### config.mk
export PLATFORM = sky130hd
export DESIGN_NAME = pipe_ctrl_unit_flat
export DESIGN_NICKNAME = d
export VERILOG_FILES = /design/src/rtl/pipe_ctrl_if.sv /design/src/rtl/pipe_ctrl_unit.sv /design/src/flat_wrapper.sv
export SDC_FILE = /design/constraint.sdc
export NUM_CORES = 1
export LEC_CHECK = 0
export BUFFER_PORTS_ARGS = -buffer_cell sky130_fd_sc_hd__buf_2
export CAP_MARGIN = 30
export CORE_MARGIN = 2
export CORE_UTILIZATION = 50
export CTS_BUF_LIST = sky130_fd_sc_hd__clkbuf_4 sky130_fd_sc_hd__clkbuf_8
export DETAILED_ROUTE_END_ITERATION = 8
export PLACE_DENSITY = 0.76
export SLEW_MARGIN = 5
export SYNTH_ARGS = -nofsm -noshare
export SYNTH_HDL_FRONTEND = slang
export SYNTH_SLANG_ARGS = --single-unit
export TNS_END_PERCENT = 20
### constraint.sdc
create_clock -name clk -period 3.5 [get_ports clk]
set_input_delay 0.7 -clock clk [delete_from_list [all_inputs] [get_ports clk]]
set_output_delay 0.7 -clock clk [all_outputs]
set_load 0.1 [all_outputs]
### src/rtl/pipe_ctrl_if.sv
// ID-stage control bundle interface between the decode datapath and pipe_ctrl_unit.
// master: drives the instruction fields and EX-stage hazard info, receives controls.
// slave : the control unit; receives instruction fields, drives the registered
//         ID/EX bundle, PC-mux selects, stall/clear controls, halted and perf counters.
interface pipe_ctrl_if #(
   parameter int unsigned OP_W   = 4,
   parameter int unsigned FUNC_W = 4,
   parameter int unsigned REG_AW = 4
);
   // ID-side inputs to the control unit
   logic              instr_valid;
   logic [OP_W-1:0]   op;
   logic [FUNC_W-1:0] func;
   logic [REG_AW-1:0] rs_a;
   logic [REG_AW-1:0] rs_b;
   logic [REG_AW-1:0] ex_rd;
   logic              ex_memR;
   logic              branch_taken;

   // Registered ID/EX bundle
   logic       ex_aluSrcA;
   logic       ex_aluSrcB;
   logic       ex_byteEN;
   logic       ex_memW;
   logic       ex_memR_o;
   logic       ex_R15w;
   logic       ex_regW;
   logic [2:0] ex_aluOP;
   logic [1:0] ex_WBsrc;

   // PC-mux selects and pipeline controls
   logic       brnch;
   logic       jmp;
   logic [1:0] brnchOP;
   logic       pc_stall;
   logic       if_id_stall;
   logic       if_id_clr;
   logic       halted;
   logic [15:0] stall_cnt;
   logic [15:0] flush_cnt;

   modport master (
      output instr_valid, op, func, rs_a, rs_b, ex_rd, ex_memR, branch_taken,
      input  ex_aluSrcA, ex_aluSrcB, ex_byteEN, ex_memW, ex_memR_o, ex_R15w, ex_regW,
      input  ex_aluOP, ex_WBsrc, brnch, jmp, brnchOP,
      input  pc_stall, if_id_stall, if_id_clr, halted, stall_cnt, flush_cnt
   );

   modport slave (
      input  instr_valid, op, func, rs_a, rs_b, ex_rd, ex_memR, branch_taken,
      output ex_aluSrcA, ex_aluSrcB, ex_byteEN, ex_memW, ex_memR_o, ex_R15w, ex_regW,
      output ex_aluOP, ex_WBsrc, brnch, jmp, brnchOP,
      output pc_stall, if_id_stall, if_id_clr, halted, stall_cnt, flush_cnt
   );
endinterface

### src/rtl/pipe_ctrl_unit.sv
// Stateful ID-stage control unit: decodes the instruction in IF/ID, registers the
// control bundle into ID/EX, and generates stalls, bubbles and flushes for load-use
// hazards, multi-cycle MUL/DIV, taken branch/jump and the HLT drain/lock sequence.
// Ports: clk, rst (async, active-high), bus (pipe_ctrl_if.slave) carrying the
// instruction fields, EX hazard info, ex_* bundle, brnch/jmp/brnchOP,
// pc_stall/if_id_stall/if_id_clr, halted and the stall/flush counters.
// Optional: define PIPE_CTRL_PERF_CNT_EN to build saturating stall/flush counters;
// otherwise both counter ports read 0.
module pipe_ctrl_unit #(
   parameter int unsigned OP_W         = 4,
   parameter int unsigned FUNC_W       = 4,
   parameter int unsigned REG_AW       = 4,
   parameter int unsigned MULDIV_LAT   = 4,
   parameter int unsigned FLUSH_CYCLES = 1,
   parameter int unsigned DRAIN_CYCLES = 3
) (
   input logic        clk,
   input logic        rst,
   pipe_ctrl_if.slave bus
);
   localparam int unsigned SEQ_W = 16;

   typedef enum logic [1:0] {RUN = 2'd0, MULDIV = 2'd1, DRAIN = 2'd2, HALTED = 2'd3} state_t;

   typedef struct packed {
      logic       alusrca;
      logic       alusrcb;
      logic       byteen;
      logic       memw;
      logic       memr;
      logic       r15w;
      logic       regw;
      logic [2:0] aluop;
      logic [1:0] wbsrc;
   } ctrl_t;

   state_t             state_q, state_d;
   logic [SEQ_W-1:0]   seq_q, seq_d;
   logic [SEQ_W-1:0]   flush_q, flush_d;
   ctrl_t              bundle_q, bundle_d;

   logic [OP_W-1:0]    op_l;
   logic [FUNC_W-1:0]  func_l;
   logic [3:0]         opc, fnc;

   ctrl_t              dec;
   logic               dec_brnch, dec_jmp, dec_hlt, dec_md;
   logic [1:0]         dec_bop;

   logic               dec_ok, load_use;
   logic               pc_stall_c, if_id_stall_c, if_id_clr_c, brnch_c, jmp_c;
   logic [1:0]         brnchop_c;

   assign op_l   = bus.op;
   assign func_l = bus.func;
   assign opc    = 4'(op_l);
   assign fnc    = 4'(func_l);

   // Instruction decode table
   always_comb begin
      dec       = '0;
      dec_brnch = 1'b0;
      dec_jmp   = 1'b0;
      dec_hlt   = 1'b0;
      dec_md    = 1'b0;
      dec_bop   = 2'b00;
      case (opc)
         4'b1111: begin
            dec_md    = (fnc == 4'b0100) || (fnc == 4'b0101);
            dec.r15w  = dec_md;
            dec.aluop = 3'b000;
            dec.wbsrc = 2'b10;
            dec.regw  = 1'b1;
         end
         4'b1000, 4'b1001: begin
            dec.alusrcb = 1'b1;
            dec.aluop   = (opc == 4'b1000) ? 3'b010 : 3'b011;
            dec.wbsrc   = 2'b10;
            dec.regw    = 1'b1;
         end
         4'b1010, 4'b1011, 4'b1100, 4'b1101: begin
            // Memory ops share address generation; opc[0] selects store, opc[2] word size
            dec.alusrca = 1'b1;
            dec.alusrcb = 1'b1;
            dec.aluop   = 3'b100;
            dec.byteen  = ~opc[2];
            dec.memw    = opc[0];
            dec.memr    = ~opc[0];
            dec.regw    = ~opc[0];
            dec.wbsrc   = (opc == 4'b1100) ? 2'b00 : 2'b01;
         end
         4'b0101: begin dec_brnch = 1'b1; dec_bop = 2'b00; end
         4'b0100: begin dec_brnch = 1'b1; dec_bop = 2'b11; end
         4'b0110: begin dec_brnch = 1'b1; dec_bop = 2'b01; end
         4'b0001: dec_jmp = 1'b1;
         4'b0000: dec_hlt = 1'b1;
         default: ;
      endcase
   end

   // Wrong-path instructions behind a taken branch/jump decode as NOP
   assign dec_ok   = bus.instr_valid && (flush_q == '0);
   assign load_use = dec_ok && bus.ex_memR && (bus.ex_rd != '0) &&
                     ((bus.ex_rd == bus.rs_a) || (bus.ex_rd == bus.rs_b));

   // Next-state and control generation
   always_comb begin
      state_d       = state_q;
      seq_d         = seq_q;
      flush_d       = (flush_q != '0) ? flush_q - SEQ_W'(1) : '0;
      bundle_d      = '0;
      pc_stall_c    = 1'b0;
      if_id_stall_c = 1'b0;
      if_id_clr_c   = (flush_q != '0);
      brnch_c       = 1'b0;
      jmp_c         = 1'b0;
      brnchop_c     = 2'b00;
      case (state_q)
         HALTED: pc_stall_c = 1'b1;
         MULDIV: begin
            pc_stall_c    = 1'b1;
            if_id_stall_c = 1'b1;
            if (seq_q == '0) state_d = RUN;
            else             seq_d   = seq_q - SEQ_W'(1);
         end
         DRAIN: begin
            pc_stall_c  = 1'b1;
            if_id_clr_c = 1'b1;
            if (seq_q == '0) state_d = HALTED;
            else             seq_d   = seq_q - SEQ_W'(1);
         end
         default: begin
            if (dec_ok && dec_hlt) begin
               pc_stall_c  = 1'b1;
               if_id_clr_c = 1'b1;
               if (DRAIN_CYCLES == 0) begin
                  state_d = HALTED;
               end else begin
                  state_d = DRAIN;
                  seq_d   = SEQ_W'(DRAIN_CYCLES - 1);
               end
            end else if (load_use) begin
               pc_stall_c    = 1'b1;
               if_id_stall_c = 1'b1;
            end else if (dec_ok) begin
               bundle_d  = dec;
               brnch_c   = dec_brnch;
               jmp_c     = dec_jmp;
               brnchop_c = dec_bop;
               if (dec_jmp || (dec_brnch && bus.branch_taken)) begin
                  if_id_clr_c = 1'b1;
                  flush_d     = SEQ_W'(FLUSH_CYCLES - 1);
               end
               if (dec_md && (MULDIV_LAT > 1)) begin
                  state_d = MULDIV;
                  seq_d   = SEQ_W'(MULDIV_LAT - 2);
               end
            end
         end
      endcase
   end

   // State, sequence counters and ID/EX bundle registers
   always_ff @(posedge clk or posedge rst) begin
      if (rst) begin
         state_q  <= RUN;
         seq_q    <= '0;
         flush_q  <= '0;
         bundle_q <= '0;
      end else begin
         state_q  <= state_d;
         seq_q    <= seq_d;
         flush_q  <= flush_d;
         bundle_q <= bundle_d;
      end
   end

   assign bus.ex_aluSrcA  = bundle_q.alusrca;
   assign bus.ex_aluSrcB  = bundle_q.alusrcb;
   assign bus.ex_byteEN   = bundle_q.byteen;
   assign bus.ex_memW     = bundle_q.memw;
   assign bus.ex_memR_o   = bundle_q.memr;
   assign bus.ex_R15w     = bundle_q.r15w;
   assign bus.ex_regW     = bundle_q.regw;
   assign bus.ex_aluOP    = bundle_q.aluop;
   assign bus.ex_WBsrc    = bundle_q.wbsrc;
   assign bus.halted      = (state_q == HALTED);

   // Combinational controls are forced quiet while reset is held
   assign bus.pc_stall    = pc_stall_c & ~rst;
   assign bus.if_id_stall = if_id_stall_c & ~rst;
   assign bus.if_id_clr   = if_id_clr_c & ~rst;
   assign bus.brnch       = brnch_c & ~rst;
   assign bus.jmp         = jmp_c & ~rst;
   assign bus.brnchOP     = rst ? 2'b00 : brnchop_c;

`ifdef PIPE_CTRL_PERF_CNT_EN
   localparam int unsigned CNT_W = 16;
   logic [CNT_W-1:0] stall_cnt_q, flush_cnt_q;

   // Saturating performance counters
   always_ff @(posedge clk or posedge rst) begin
      if (rst) begin
         stall_cnt_q <= '0;
         flush_cnt_q <= '0;
      end else begin
         if (pc_stall_c && (state_q != HALTED) && (stall_cnt_q != '1))
            stall_cnt_q <= stall_cnt_q + CNT_W'(1);
         if (if_id_clr_c && (flush_cnt_q != '1))
            flush_cnt_q <= flush_cnt_q + CNT_W'(1);
      end
   end

   assign bus.stall_cnt = stall_cnt_q;
   assign bus.flush_cnt = flush_cnt_q;
`else
   assign bus.stall_cnt = '0;
   assign bus.flush_cnt = '0;
`endif
endmodule

### src/flat_wrapper.sv
// flat-port wrapper written by rule: the top's interface ports become plain ports
module pipe_ctrl_unit_flat 
#(
   parameter int unsigned OP_W         = 4,
   parameter int unsigned FUNC_W       = 4,
   parameter int unsigned REG_AW       = 4,
   parameter int unsigned MULDIV_LAT   = 4,
   parameter int unsigned FLUSH_CYCLES = 1,
   parameter int unsigned DRAIN_CYCLES = 3
)
  (clk, rst, bus_instr_valid, bus_op, bus_func, bus_rs_a, bus_rs_b, bus_ex_rd, bus_ex_memR, bus_branch_taken, bus_ex_aluSrcA, bus_ex_aluSrcB, bus_ex_byteEN, bus_ex_memW, bus_ex_memR_o, bus_ex_R15w, bus_ex_regW, bus_ex_aluOP, bus_ex_WBsrc, bus_brnch, bus_jmp, bus_brnchOP, bus_pc_stall, bus_if_id_stall, bus_if_id_clr, bus_halted, bus_stall_cnt, bus_flush_cnt);
  pipe_ctrl_if #(.OP_W(OP_W), .FUNC_W(FUNC_W), .REG_AW(REG_AW)) bus_i ();
  input logic clk;
  input logic rst;
  input wire logic [$bits(bus_i.instr_valid)-1:0] bus_instr_valid;
  input wire logic [$bits(bus_i.op)-1:0] bus_op;
  input wire logic [$bits(bus_i.func)-1:0] bus_func;
  input wire logic [$bits(bus_i.rs_a)-1:0] bus_rs_a;
  input wire logic [$bits(bus_i.rs_b)-1:0] bus_rs_b;
  input wire logic [$bits(bus_i.ex_rd)-1:0] bus_ex_rd;
  input wire logic [$bits(bus_i.ex_memR)-1:0] bus_ex_memR;
  input wire logic [$bits(bus_i.branch_taken)-1:0] bus_branch_taken;
  output wire logic [$bits(bus_i.ex_aluSrcA)-1:0] bus_ex_aluSrcA;
  output wire logic [$bits(bus_i.ex_aluSrcB)-1:0] bus_ex_aluSrcB;
  output wire logic [$bits(bus_i.ex_byteEN)-1:0] bus_ex_byteEN;
  output wire logic [$bits(bus_i.ex_memW)-1:0] bus_ex_memW;
  output wire logic [$bits(bus_i.ex_memR_o)-1:0] bus_ex_memR_o;
  output wire logic [$bits(bus_i.ex_R15w)-1:0] bus_ex_R15w;
  output wire logic [$bits(bus_i.ex_regW)-1:0] bus_ex_regW;
  output wire logic [$bits(bus_i.ex_aluOP)-1:0] bus_ex_aluOP;
  output wire logic [$bits(bus_i.ex_WBsrc)-1:0] bus_ex_WBsrc;
  output wire logic [$bits(bus_i.brnch)-1:0] bus_brnch;
  output wire logic [$bits(bus_i.jmp)-1:0] bus_jmp;
  output wire logic [$bits(bus_i.brnchOP)-1:0] bus_brnchOP;
  output wire logic [$bits(bus_i.pc_stall)-1:0] bus_pc_stall;
  output wire logic [$bits(bus_i.if_id_stall)-1:0] bus_if_id_stall;
  output wire logic [$bits(bus_i.if_id_clr)-1:0] bus_if_id_clr;
  output wire logic [$bits(bus_i.halted)-1:0] bus_halted;
  output wire logic [$bits(bus_i.stall_cnt)-1:0] bus_stall_cnt;
  output wire logic [$bits(bus_i.flush_cnt)-1:0] bus_flush_cnt;
  assign bus_i.instr_valid = bus_instr_valid;
  assign bus_i.op = bus_op;
  assign bus_i.func = bus_func;
  assign bus_i.rs_a = bus_rs_a;
  assign bus_i.rs_b = bus_rs_b;
  assign bus_i.ex_rd = bus_ex_rd;
  assign bus_i.ex_memR = bus_ex_memR;
  assign bus_i.branch_taken = bus_branch_taken;
  assign bus_ex_aluSrcA = bus_i.ex_aluSrcA;
  assign bus_ex_aluSrcB = bus_i.ex_aluSrcB;
  assign bus_ex_byteEN = bus_i.ex_byteEN;
  assign bus_ex_memW = bus_i.ex_memW;
  assign bus_ex_memR_o = bus_i.ex_memR_o;
  assign bus_ex_R15w = bus_i.ex_R15w;
  assign bus_ex_regW = bus_i.ex_regW;
  assign bus_ex_aluOP = bus_i.ex_aluOP;
  assign bus_ex_WBsrc = bus_i.ex_WBsrc;
  assign bus_brnch = bus_i.brnch;
  assign bus_jmp = bus_i.jmp;
  assign bus_brnchOP = bus_i.brnchOP;
  assign bus_pc_stall = bus_i.pc_stall;
  assign bus_if_id_stall = bus_i.if_id_stall;
  assign bus_if_id_clr = bus_i.if_id_clr;
  assign bus_halted = bus_i.halted;
  assign bus_stall_cnt = bus_i.stall_cnt;
  assign bus_flush_cnt = bus_i.flush_cnt;
  pipe_ctrl_unit #(.OP_W(OP_W), .FUNC_W(FUNC_W), .REG_AW(REG_AW), .MULDIV_LAT(MULDIV_LAT), .FLUSH_CYCLES(FLUSH_CYCLES), .DRAIN_CYCLES(DRAIN_CYCLES)) u_core (.clk(clk), .rst(rst), .bus(bus_i));
endmodule
==> metrics list, run 1 <==
- Number of standard-cell rows in the floorplan: 27
- sky130_fd_sc_hd__dfrtp_1 is the most common cell in the netlist.
* Leakage power total: 1.72 nW
* Via count of the first global-routing pass: 2183
- Worst hold margin: 0.452 ns
* Antenna Diode Count: 0
- Worst slew margin: 60.1%
- CP Class: flip-flop to output port
* Post-route clock period utilization: 97.7%
- Final setup vio count: 0
- The flow ran to the end, and the final reports show no timing, DRC or antenna violations.
- Layout area overhead: 16.7%
- Number of distinct library cells after synthesis: 52
* Std-Cell Core Area: 5510 um^2
- Clock-pin slew was measured on the worst setup and hold paths at 0.09 ns.
- Once placement completed, the tool counted placed cells totaling 426.
* Cell Count, Final, Fillers Out: 441
- Clock net sink count: 45
- RSZ-0062 raised after global routing: true
* Pin count of the biggest net entering global routing: 46
* Final Wtd Congestion: 0.807
- Leading post-synthesis cells by instance count: sky130_fd_sc_hd__dfrtp_1, sky130_fd_sc_hd__nor2_1, sky130_fd_sc_hd__buf_4
* Die span in x: 79.7 um
- Biggest area consumer among synthesized cells: sky130_fd_sc_hd__dfrtp_1
* Total power density per cell area: 320 nW/um^2
- The count of endpoints failing hold in the final timing report came to 0.
- After layout, the minimum clock period comes to 3.42 ns.
* Flops & latches, synth: 45
- Timing would allow up to 293 MHz.
- In this run the mean area of a mapped cell was 9.04 um^2.
* Instance area at placement: 3160 um^2
- Number of buffers created by CTS: 5
* Quantity of hold-fixing buffers added after cts: 0
- Routed wire per std cell: 13.6 um
* Clock latency on the worst-skew pair: 0.30 ns
* Total Die Area: 6350 um^2
- The synthesized design devotes to its leading area cell type 39.3% of total area.
- After detailed routing, the number of vias per cell comes to 5.37.
* Sort of element at the end of the critical path: output port
- In the synthesized netlist the async set-or-reset flop fraction comes to 100%.
- Number of enable-type register cells in the synthesized netlist: 0
- The tree is rooted in a sky130_fd_sc_hd__clkbuf_8.
* CTS tree: done
- Layout fillers: 486
* Number of H-tree levels: 2
- Sequential share of the synthesized area: 39.3%
- No sink is reached through more buffers than the 2 on the longest clock path.
- Synthesis produced 317 cells.
- Data on the critical path arrives at its endpoint at 2.72 ns.
- The max-slew violation total from the final report is 0.
- Total of max-cap violations: 0
- Measured along the y axis, the die boundary spans 79.7 um.
- Worst path required time: 2.80 ns
* Total Neg Setup Slack: 0 ns
- Initial antenna violation count: 0
* Total number of nets in the final design: 401
- The Yosys step of the flow raised 0 warnings.
- Total DRC errors in the routed layout: 0
- DR vias: 2370
* Aggregate global routing overflow: 0
- Fraction of layout cells with a size suffix above 1: 23.3%
- The min-delay analysis places its worst path in the category flip-flop to flip-flop.
- For this design the top-level I/O count stands at 77.
- Port buffer count: 43
* Pre-CTS worst setup slack: 0.232 ns
- The count of nets left with antenna violations once routing finished came out at 0.
- After synthesis the cells add up to 2870 um^2.
* PnR worst setup slack: 0.0813 ns
- Sum of routed wire length over all layers: 6010 um
- For this run, the leading register cell type out of synthesis is sky130_fd_sc_hd__dfrtp_1.
* Element type at the critical path start: flip-flop
- All-layer global routing usage: 19.3%
* Fin area: 3350 um^2
* Initial core utilization: 52.1%
- After the first detailed-routing iteration, the DRC count stood at 132.
- Highest fanout seen on the critical path: 5
* Post-detailed-placement half-perimeter wirelength: 4290 um
* Global-route wire length before repair: 9730 um
- Top cells by area, synth: sky130_fd_sc_hd__dfrtp_1, sky130_fd_sc_hd__buf_4, sky130_fd_sc_hd__nor2_1
- For the pin with the worst max-slew slack, the measured transition is 0.592 ns.
* Detailed Routing Iterations Pass 1: 4
- Clock Skews: 0.00990 ns
* Largest vdd supply drop: 0.000196 V
## flip-flops by register name (all words and copies together), names as in the netlist, 2 cells and up
| name | cells |
|---|---|
| u_core.bus.ex_WBsrc | 2 |
| u_core.bus.ex_aluOP | 3 |
| u_core.flush_q | 16 |
| u_core.seq_q | 16 |
| u_core.state_q | 2 |
## timing repair
| item | 4_1_cts | 5_1_grt |
|---|---|---|
| setup buffers | 0 | 8 |
| endpoints found under the setup margin | 5 | 5 |
| resized for setup | 4 | 4 |
| pin swaps | 0 | 4 |
## critical path: stages, from the launching register on
cell,delay [ns]
sky130_fd_sc_hd__dfrtp_1,0.39
sky130_fd_sc_hd__or4_4,0.58
sky130_fd_sc_hd__nor4_4,0.26
sky130_fd_sc_hd__and3_4,0.24
sky130_fd_sc_hd__nand4_1,0.12
sky130_fd_sc_hd__or3_4,0.44
sky130_fd_sc_hd__nor2_2,0.18
sky130_fd_sc_hd__buf_12,0.19
## final cells by class
| type | count | area (um^2) | area share, % |
|---|---|---|---|
| Multi-Input combinational cell | 247 | 1580 | 47.3 |
| Sequential cell | 45 | 1130 | 33.7 |
| Timing Repair Buffer | 59 | 417 | 12.5 |
| Clock buffer | 7 | 90.1 | 2.69 |
| Tap cell | 72 | 90.1 | 2.69 |
| Inverter | 11 | 41.3 | 1.23 |
## per-stage QoR
stage | util, % | power, mW
after floorplan | - | 0.745
after global placement | 57.5 | 0.743
after detailed placement | 57.5 | 0.745
after CTS | 59.4 | 1.08
after global routing | 60.8 | 1.11
final | 60.8 | 1.07
## worst paths after layout
check | from | end | slack [ns] | cells past startpoint
worst max-delay path | u_core.flush_q[7] | bus_brnchOP[0] | 0.08 | 7
worst min-delay path | u_core.flush_q[0] | u_core.flush_q[0] | 0.45 | 1
worst max register to register | u_core.flush_q[7] | u_core.seq_q[8] | 0.78 | 8
worst min register to register | u_core.flush_q[0] | u_core.flush_q[0] | 0.45 | 1
max in group asynchronous | rst | u_core.flush_q[4] | 2.51 | 3
min in group asynchronous | rst | u_core.state_q[1] | 0.60 | 3
## power by group
| group | internal, mW | switching (mW) |
|---|---|---|
| clock network | 0.165 | 0.169 |
| registers | 0.519 | 0 |
| logic | 0.0232 | 0.193 |
## cells in the final DEF (no fill, tap or decap), types with 9 or more instances in the layout
cell / count
sky130_fd_sc_hd__a21oi_1: 20
sky130_fd_sc_hd__nor2_1: 31
sky130_fd_sc_hd__or4_1: 9
sky130_fd_sc_hd__xor2_1: 10
sky130_fd_sc_hd__conb_1: 32
sky130_fd_sc_hd__nand2_1: 19
sky130_fd_sc_hd__inv_1: 10
sky130_fd_sc_hd__buf_2: 37
sky130_fd_sc_hd__nor3_1: 12
sky130_fd_sc_hd__buf_4: 16
sky130_fd_sc_hd__or3_1: 11
sky130_fd_sc_hd__dfrtp_1: 45
## metal layers
layer  global-route usage [%]  vias up  share of wire, %
met5                        0        -                 0
met4                     6.72        0               1.5
met3                     2.94        9               3.3
met2                     33.9       46                52
met1                     24.0     1137                43
li1                         -     1178                 -
## kinds of logic after synthesis
| kind of cell | after synthesis | synth area share, % |
|---|---|---|
| other cells | 1 | 0.131 |
| mux | 5 | 1.79 |
| fa+ha+maj | 7 | 3.06 |
| simple gates | 130 | 25.3 |
| buf+inv | 56 | 12.0 |
| flops | 45 | 39.3 |
| xor+xnor | 17 | 5.19 |
| compound gates | 56 | 13.3 |
Note: power is estimated with default switching activity, not from simulation.
==> run 2: changes to the inputs <==
- PLACE_DENSITY: 0.76 -> 0.85
==> metrics list, run 2 (synthesized netlist as in run 1, its figures left out) <==
* Fraction of layout cells with a size suffix above 1: 21.6%
- Area of combinational cells with multiple inputs: 1580 um^2
* Crit Reg-Reg Startpoint: u_core.flush_q[5]
- Hold repair after CTS inserted 0 buffers.
* Post-detailed-placement half-perimeter wirelength: 4310 um
- Counting tap cells, the placed design contains a total of 424 instances.
- Die boundary height: 79.7 um
- For this block, wires on met1 add up to 2370 um.
* All-layer global routing usage: 19.3%
- In the final layout, flip-flops and latches occupy 1130 um^2.
* Post-route clock period utilization: 97.9%
* Max Root-Sink Buffers: 2
- Initial core utilization: 52.1%
- Subtracting the final worst setup slack from the clock period gives 3.43 ns.
- Die span in x: 79.7 um
* Clock transition at the register clock pins on the worst setup and hold paths after CTS: 0.08 ns
- Transition time at the pin with the least slew margin: 0.546 ns
- Overall power: 1.07 mW
- Worst path required time: 2.80 ns
- The total overflow left after global routing is 0.
* Total number of nets in the final design: 393
- Max-slew violation count: 0
* Number of standard-cell rows in the floorplan: 27
- Worst hold margin: 0.493 ns
* Leakage power total: 1.67 nW
- Sort of element at the end of the critical path: output port
* Highest fanout seen on the critical path: 5
* Iteration-0 DRC count of the detailed router: 141
- Final Hold Viols: 0
* Combinational power share: 20.3%
- Final core utilization: 59.6%
- For this run, design rule violations remaining after detail routing come to 0.
* Antenna Diode Count: 0
* Total Die Area: 6350 um^2
* Pin count of the biggest net entering global routing: 46
* Pre-CTS worst setup slack: 0.201 ns
- In this run switching power makes up 33.9% of total power.
- The number of antenna violations at the first check in global routing came to 0.
- Via count normalized by instance count: 5.45
- Final setup vio count: 0
- Crit path buffers/inverters: 1
- Net Sw Power: 362 uW
* Type of the most critical hold path: flip-flop to flip-flop
* Fin area: 3280 um^2
* Layout area overhead: 14.4%
* Largest vdd supply drop: 0.000219 V
- Cell Int Power: 708 uW
- The first TritonRoute pass finished after 4 iterations.
- Element type at the critical path start: flip-flop
* I/O pin count: 77
* WL met2: 3030 um
- Total of max-cap violations: 0
* Logic depth of the worst register-to-register path: 8
- Broken down by cell family, the worst path's largest delay share belongs to simple AND/OR/NAND/NOR gates.
- Arrival time worst endpoint: 2.73 ns
* Routed wire length on met3: 242 um
* Run status: complete, no violations
- Walking the worst path, the cells encountered are or4_4, nor4_4, and3_4, nand4_1, or3_4, nor3_4, buf_12.
- Input and output buffers added on the ports amount to 43.
- Buffers inserted during clock tree synthesis total 5.
* Sum of routed wire length over all layers: 5740 um
- In this run, flip-flops and latches consume 48.5% of the power.
- CTS tree: done
- Setup slack of the worst register-to-register path: 0.79 ns
- Clock net sink count: 45
* CP Class: flip-flop to output port
- DR vias: 2358
* Commonest non-fill, non-tap cell in the layout: sky130_fd_sc_hd__dfrtp_1
* Stages on the worst setup path: 7
- Following the worst setup path forward leads to its endpoint at bus_brnchOP[1].
* Std-Cell Core Area: 5510 um^2
- Clock latency on the worst-skew pair, taken at its later pin, is 0.30 ns.
- For the final routed database, the setup TNS stands at 0 ns.
* Via count of the first global-routing pass: 2202
- Setup repair after global routing could not meet its margin everywhere.
* Worst slew margin: 63.3%
* Cell Count, Final, Fillers Out: 433
* Clock Skews: 0.00759 ns
* Number of H-tree levels: 2
- The clock network burns 31.2% of the power.
- Most used cells in the layout excluding fill and tap cells: sky130_fd_sc_hd__dfrtp_1, sky130_fd_sc_hd__buf_2, sky130_fd_sc_hd__conb_1
- The tree is rooted in a sky130_fd_sc_hd__clkbuf_8.
- Top metal layer carrying routed signals: met4
* Launch point of the worst path: u_core.flush_q[5]
* Global-route wire length before repair: 9670 um
- After detailed placement, the total cell area comes to 3150 um^2.
* Critical Path Slowest Stage Cell: sky130_fd_sc_hd__or4_4
- FMAX: 292 MHz
- The largest single stage delay on the critical path is 0.60 ns.
* Endpoint of the lowest-slack register-to-register path: u_core.seq_q[4]
- For this design the ratio of total power to cell area is 326 nW/um^2.
* Number of routed nets with antenna violations: 0
* Routed wire per std cell: 13.2 um
* PnR worst setup slack: 0.0729 ns
- Final Wtd Congestion: 0.837
- Layout fillers: 461
-- run 2: cell types whose count changed in the layout (fill, tap and decap cells not counted), sizes merged --
cell    previous run  this run
clkinv             1         0
buf               59        51
inv               10        11
-- run 2: power by group through the flow --
stage,Sequential [mW],Clock (mW),Combinational [mW]
finish,0.519,0.333,0.217
global route,0.519,0.361,0.228
CTS,0.519,0.338,0.216
detailed placement,0.530,0,0.215
global placement,0.530,0,0.213
floorplan,0.530,0,0.215
-- run 2: layout make-up --
type / instances / area share, %
timing repair buffer: 51 / 10.9
sequential: 45 / 34.3
tap: 72 / 2.75
clock buffer: 7 / 2.75
multi-input combinational: 247 / 48.0
inverter: 11 / 1.26
-- run 2: worst reg2reg max path: cells and delay by family, from the launching register on --
family                 cells  cell delay, ns
DFF                        1            0.43
AOI/OAI and AO/OA          3            0.44
buffers and inverters      2            0.42
and+or+nand+nor            3            1.36
-- run 2: timing repair --
item	CTS	global route
pin swaps	0	2
endpoints found under the setup margin	5	5
resized for setup	5	3
buffers inserted	0	2
-- run 2: how the worst min path moves through the flow --
stage                            from                end  slack [ns]  cells past startpoint
finish              u_core.flush_q[0]  u_core.flush_q[0]        0.49                      1
global route        u_core.flush_q[0]  u_core.flush_q[0]        0.52                      1
CTS                 u_core.flush_q[0]  u_core.flush_q[0]        0.50                      1
detailed placement  u_core.flush_q[0]  u_core.flush_q[0]        0.49                      1
global placement    u_core.flush_q[0]  u_core.flush_q[0]        0.47                      1
floorplan           u_core.flush_q[0]  u_core.flush_q[0]        0.45                      1
-- run 2: routing by layer --
layer	global-route usage (%)	vias up
met5	0	-
met4	8.28	0
met3	4.07	9
met2	33.2	51
met1	23.3	1144
li1	-	1154
